<file path="src/rtl/robot_pkg.sv">
// Shared constants and types for the PS/2 keyboard to robot movement path:
// scan codes, move_opr bit positions, prefix FSM states and key flag decoding.
package robot_pkg;

  localparam logic [7:0] SC_W      = 8'h1D;
  localparam logic [7:0] SC_S      = 8'h1B;
  localparam logic [7:0] SC_A      = 8'h1C;
  localparam logic [7:0] SC_D      = 8'h23;
  localparam logic [7:0] SC_UP     = 8'h75;
  localparam logic [7:0] SC_DOWN   = 8'h72;
  localparam logic [7:0] SC_LEFT   = 8'h6B;
  localparam logic [7:0] SC_RIGHT  = 8'h74;
  localparam logic [7:0] SC_EXT    = 8'hE0;
  localparam logic [7:0] SC_BRK    = 8'hF0;
  localparam logic [7:0] SC_BAT    = 8'hAA;
  localparam logic [7:0] SC_ACK    = 8'hFA;
  localparam logic [7:0] SC_RESEND = 8'hFE;

  localparam int MV_UP = 3;
  localparam int MV_DN = 2;
  localparam int MV_LT = 1;
  localparam int MV_RT = 0;

  // Bit positions of the pressed flags.
  localparam int KEY_W     = 0;
  localparam int KEY_S     = 1;
  localparam int KEY_A     = 2;
  localparam int KEY_D     = 3;
  localparam int KEY_UP    = 4;
  localparam int KEY_DOWN  = 5;
  localparam int KEY_LEFT  = 6;
  localparam int KEY_RIGHT = 7;
  localparam int NUM_KEYS  = 8;

  typedef enum logic [1:0] {
    ST_IDLE    = 2'd0,
    ST_EXT     = 2'd1,
    ST_BRK     = 2'd2,
    ST_EXT_BRK = 2'd3
  } scan_state_t;

  typedef struct packed {
    logic       code_valid;
    logic       is_ext;
    logic       is_break;
    logic [7:0] code;
  } scan_evt_t;

  // One-hot flag mask for a completed code; zero for untracked codes.
  function automatic logic [NUM_KEYS-1:0] key_mask(input logic is_ext, input logic [7:0] code);
    key_mask = '0;
    if (!is_ext) begin
      case (code)
        SC_W:    key_mask[KEY_W] = 1'b1;
        SC_S:    key_mask[KEY_S] = 1'b1;
        SC_A:    key_mask[KEY_A] = 1'b1;
        SC_D:    key_mask[KEY_D] = 1'b1;
        default: key_mask = '0;
      endcase
    end else begin
      case (code)
        SC_UP:    key_mask[KEY_UP]    = 1'b1;
        SC_DOWN:  key_mask[KEY_DOWN]  = 1'b1;
        SC_LEFT:  key_mask[KEY_LEFT]  = 1'b1;
        SC_RIGHT: key_mask[KEY_RIGHT] = 1'b1;
        default:  key_mask = '0;
      endcase
    end
  endfunction

endpackage

</file>
<file path="src/rtl/scan_prefix_fsm.sv">
// Tracks E0/F0 prefixes in the PS/2 byte stream and reports each completed
// code in the same cycle as the strobe carrying its last byte.
module scan_prefix_fsm
  import robot_pkg::*;
(
  input  logic       clk,
  input  logic       rst,
  input  logic [7:0] rx_byte,
  input  logic       rx_valid,
  output scan_evt_t  evt,
  output logic       clear_all
);

  // Handshake: rx_valid is a one-cycle strobe with no ready; every strobed
  // byte is consumed in that cycle and the FSM holds when rx_valid is low.
  scan_state_t state_q;
  scan_state_t state_d;

  always_ff @(posedge clk or negedge rst) begin
    if (!rst) state_q <= ST_IDLE;
    else      state_q <= state_d;
  end

  always_comb begin
    state_d   = state_q;
    evt       = '0;
    clear_all = 1'b0;
    if (rx_valid) begin
      if (rx_byte == SC_BAT) begin
        clear_all = 1'b1;
        state_d   = ST_IDLE;
      end else if (rx_byte == SC_ACK || rx_byte == SC_RESEND) begin
        state_d = ST_IDLE;
      end else begin
        evt.code = rx_byte;
        case (state_q)
          ST_IDLE: begin
            if (rx_byte == SC_EXT)      state_d = ST_EXT;
            else if (rx_byte == SC_BRK) state_d = ST_BRK;
            else                        evt.code_valid = 1'b1;
          end
          ST_EXT: begin
            if (rx_byte == SC_BRK) begin
              state_d = ST_EXT_BRK;
            end else begin
              evt.code_valid = 1'b1;
              evt.is_ext     = 1'b1;
              state_d        = ST_IDLE;
            end
          end
          ST_BRK: begin
            evt.code_valid = 1'b1;
            evt.is_break   = 1'b1;
            state_d        = ST_IDLE;
          end
          default: begin
            evt.code_valid = 1'b1;
            evt.is_ext     = 1'b1;
            evt.is_break   = 1'b1;
            state_d        = ST_IDLE;
          end
        endcase
      end
    end
  end

endmodule

</file>
<file path="src/rtl/robot_key_ctrl.sv">
// Converts parsed PS/2 key events into the registered 4-bit move_opr command
// and pulses key_event whenever a tracked pressed flag changes.
module robot_key_ctrl
  import robot_pkg::*;
(
  input  logic       clk,
  input  logic       rst,
  input  logic [7:0] rx_byte,
  input  logic       rx_valid,
  input  logic       enable,
  output logic [3:0] move_opr,
  output logic       key_event
);

  scan_evt_t             evt;
  logic                  clear_all;
  logic [NUM_KEYS-1:0]   flags_q;
  logic [NUM_KEYS-1:0]   flags_d;
  logic [NUM_KEYS-1:0]   mask;
  logic [3:0]            dir;

  scan_prefix_fsm u_fsm (
    .clk       (clk),
    .rst       (rst),
    .rx_byte   (rx_byte),
    .rx_valid  (rx_valid),
    .evt       (evt),
    .clear_all (clear_all)
  );

  // Output registers are fed from the next flag values so a completed code
  // shows on move_opr one cycle after its last strobe.
  always_comb begin
    mask    = key_mask(evt.is_ext, evt.code);
    flags_d = flags_q;
    if (clear_all)            flags_d = '0;
    else if (evt.code_valid) begin
      if (evt.is_break) flags_d = flags_q & ~mask;
      else              flags_d = flags_q | mask;
    end
    dir        = '0;
    dir[MV_UP] = flags_d[KEY_W] | flags_d[KEY_UP];
    dir[MV_DN] = flags_d[KEY_S] | flags_d[KEY_DOWN];
    dir[MV_LT] = flags_d[KEY_A] | flags_d[KEY_LEFT];
    dir[MV_RT] = flags_d[KEY_D] | flags_d[KEY_RIGHT];
  end

  always_ff @(posedge clk or negedge rst) begin
    if (!rst) begin
      flags_q   <= '0;
      move_opr  <= '0;
      key_event <= 1'b0;
    end else begin
      flags_q   <= flags_d;
      move_opr  <= enable ? dir : 4'b0000;
      key_event <= (flags_d != flags_q);
    end
  end

endmodule

</file>
<file path="config.mk">
export PLATFORM = sky130hd
export DESIGN_NAME = robot_key_ctrl
export DESIGN_NICKNAME = d
export VERILOG_FILES = /design/src/rtl/robot_pkg.sv /design/src/rtl/scan_prefix_fsm.sv /design/src/rtl/robot_key_ctrl.sv
export SDC_FILE = /design/constraint.sdc
export NUM_CORES = 1
export LEC_CHECK = 0
export ABC_CLOCK_PERIOD_IN_PS = 2200
export BUFFER_PORTS_ARGS = -buffer_cell sky130_fd_sc_hd__buf_2
export CORE_UTILIZATION = 41
export CTS_CLUSTER_SIZE = 24
export DETAILED_ROUTE_END_ITERATION = 7
export GPL_TIMING_DRIVEN = 0
export HOLD_SLACK_MARGIN = 0.12
export SYNTH_ARGS = -nofsm -noshare
export SYNTH_HDL_FRONTEND = slang
export SYNTH_HIERARCHICAL = 1
export SYNTH_SLANG_ARGS = --single-unit
</file>
<file path="constraint.sdc">
create_clock -name clk -period 2.2 [get_ports clk]
set_clock_uncertainty 0.2 [all_clocks]
set_input_delay 0.11 -clock clk [delete_from_list [all_inputs] [get_ports clk]]
set_output_delay 0.11 -clock clk [all_outputs]
set_load 0.005 [all_outputs]
</file>
==> metrics <==
Layout fillers 235; largest net degree at the start of global routing 16; Final nets 169; # diodes 0; Syn Area/Cell 8.71 um^2; Layout Cells excl Fill 186; ys flop type dfrtp_1; placed insts 175; Comb pwr share 0.198; setup violators final 0; die height 54.4 um; NetSw 142 uW; data arrival time of the worst path 2.09 ns; CTS H-tree depth 1; Core Footprint 2520 um^2; worst hold slack 0.103 ns; vias 1075; sequential area share after synthesis 0.334; Worst setup SP type input port; Tmin final 2.11 ns; clock slew at reported path FFs 0.08 ns; Root Buffer Master clkbuf_4; R2R cell count 7; DR WL/cell 14.0 um; switch share 0.259; Worst Setup End Kind flop; area grow syn2layout 26.1%; GRT Overall Usage 0.187; router iterations before antenna repair 4; first-pass GRT wire length 3970 um; Synth Register Bits 15; initial core utilization 0.445; routability cong. 0.957; Site Rows 18; via-per-instance ratio 5.78; status finished, final reports clean; worst vdd ir 0.425 mV; Mapped Cells 129; Clock power frac 0.275; Slew Viols, Final 0; required time worst endpoint 2.17 ns; most frequent cells in the layout 16 x buf_2, 15 x dfrtp_1, 11 x nand2_1, 11 x nor2_1, 7 x mux2i_1; Reg power frac 0.527; drt drc 0; hold crit path type input port to flop; mapped cell area 1120 um^2; Syn Nets 141; Slew headroom 0.569; layout cells sized above 1 0.327; TritonCTS Buffers 3; max_cap viols 0; Die Span X 54.4 um; Fmax 473 MHz; Post-synth EDFFs 0; clk_lat worst skew 0.27 ns; final wirelength 2600 um; kind of critical path input port to flop; Netlist cell types 44; Internal Pwr Total 405 uW; # IOs 17; hold depth 4; Worst Tran Pin Value 0.644 ns; die area 2950 um^2; DPL Wire Length 1890 um; most common cell after layout, fill and taps aside buf_2; leakage power 0.000668 uW; CTS tree built; gr ovfl total 0; clock tree buffer depth 2; warnings from Yosys 6; CP max FO 8; initial antenna violation count 0; final hold vios 0; fraction of registers with async set/reset 1.00; clk sinks 15; Pwr Total 547 uW; drt initial violations 34; Detail Route Antenna Nets 0; fin crit share 0.961; # port buffers 16; vias in the first global route 921; cell area power density 386 nW/um^2
power by group through the flow:
stage	clock, uW	combinational [uW]	sequential (uW)
detailed placement	0	85.6	294
global route	168	119	289
floorplan	0	52.3	293
global placement	0	84.7	294
finish	150	108	288
CTS	158	91.4	288
cells in the mapped netlist, drive strengths merged (3+ instances only):
master | count | area share
a21oi | 5 | 0.022
and2 | 11 | 0.062
and3 | 3 | 0.017
and4bb | 4 | 0.045
buf | 3 | 0.024
dfrtp | 15 | 0.33
inv | 3 | 0.010
mux2i | 7 | 0.062
nand2 | 11 | 0.037
nand3 | 3 | 0.013
nand4 | 6 | 0.033
nor2 | 14 | 0.049
nor2b | 5 | 0.028
nor3 | 5 | 0.022
o21ai | 3 | 0.013
kinds of logic after synthesis:
family	share of synthesized area
AND/OR/NAND/NOR	0.404
AO/OA/AOI/OAI	0.127
flip-flops	0.334
multiplexers	0.0857
buffers and inverters	0.0412
XOR/XNOR	0.00780
flip-flops by register name, summed over array words and instances, names as in the netlist:
| signal | count |
|---|---|
| flags_q | 8 |
| move_opr | 4 |
| u_fsm/state_q | 2 |
| key_event | 1 |
metrics by stage:
step,worst slack [ns],instance area (um^2),utilization,setup TNS [ns]
after floorplan,0.00119,1130,-,0
after global placement,-0.287,1250,0.496,-2.12
after detailed placement,-0.272,1250,0.496,-2.15
after CTS,0.0126,1330,0.526,0
after global routing,-0.00521,1420,0.562,-0.00521
final,0.0850,1420,0.562,0
final timing paths:
check	from	slack, ns	to
max	rx_byte[4]	0.09	move_opr[3]$_DFF_PN0_
min	rx_byte[4]	0.10	u_fsm/state_q[1]$_DFFE_PN0P_
max reg2reg	u_fsm/state_q[0]$_DFFE_PN0P_	0.17	move_opr[1]$_DFF_PN0_
min reg2reg	flags_q[2]$_DFF_PN0_	0.40	flags_q[2]$_DFF_PN0_
max in group asynchronous	rst	0.68	flags_q[4]$_DFF_PN0_
min in group asynchronous	rst	0.71	key_event$_DFF_PN0_
cell type report:
type | count | area, um^2 | area share
tap | 30 | 37.5 | 0.0265
multi-input combinational | 106 | 776 | 0.548
buffer | 4 | 31.3 | 0.0221
inverter | 4 | 15.0 | 0.0106
sequential | 15 | 375 | 0.265
timing repair buffer | 23 | 155 | 0.110
clock buffer | 4 | 26.3 | 0.0186
routing by layer:
metal,share of wire,vias to the layer above,track usage
li1,-,526,-
met1,0.47,522,0.252
met2,0.48,25,0.291
met3,0.045,2,0.0667
met4,0.0050,0,0.0256
met5,0,-,0
what timing repair did:
action	in CTS	in global routing
buffers inserted	0	1
resized for setup	0	28
hold buffers	5	0
hold endpoints to repair	21	0
endpoints found under the setup margin	0	9
worst max-delay path, cell delays in order:
cell and delay [ns]:
buf_6 0.12, nor3_4 0.18, a21oi_2 0.04, o41a_1 0.37
buf_6 0.16, and2_4 0.16, nand3b_1 0.24, nor2_4 0.17
nand3_2 0.07, mux2_4 0.31, o21a_1 0.17
(Power assumes the default switching activity.)
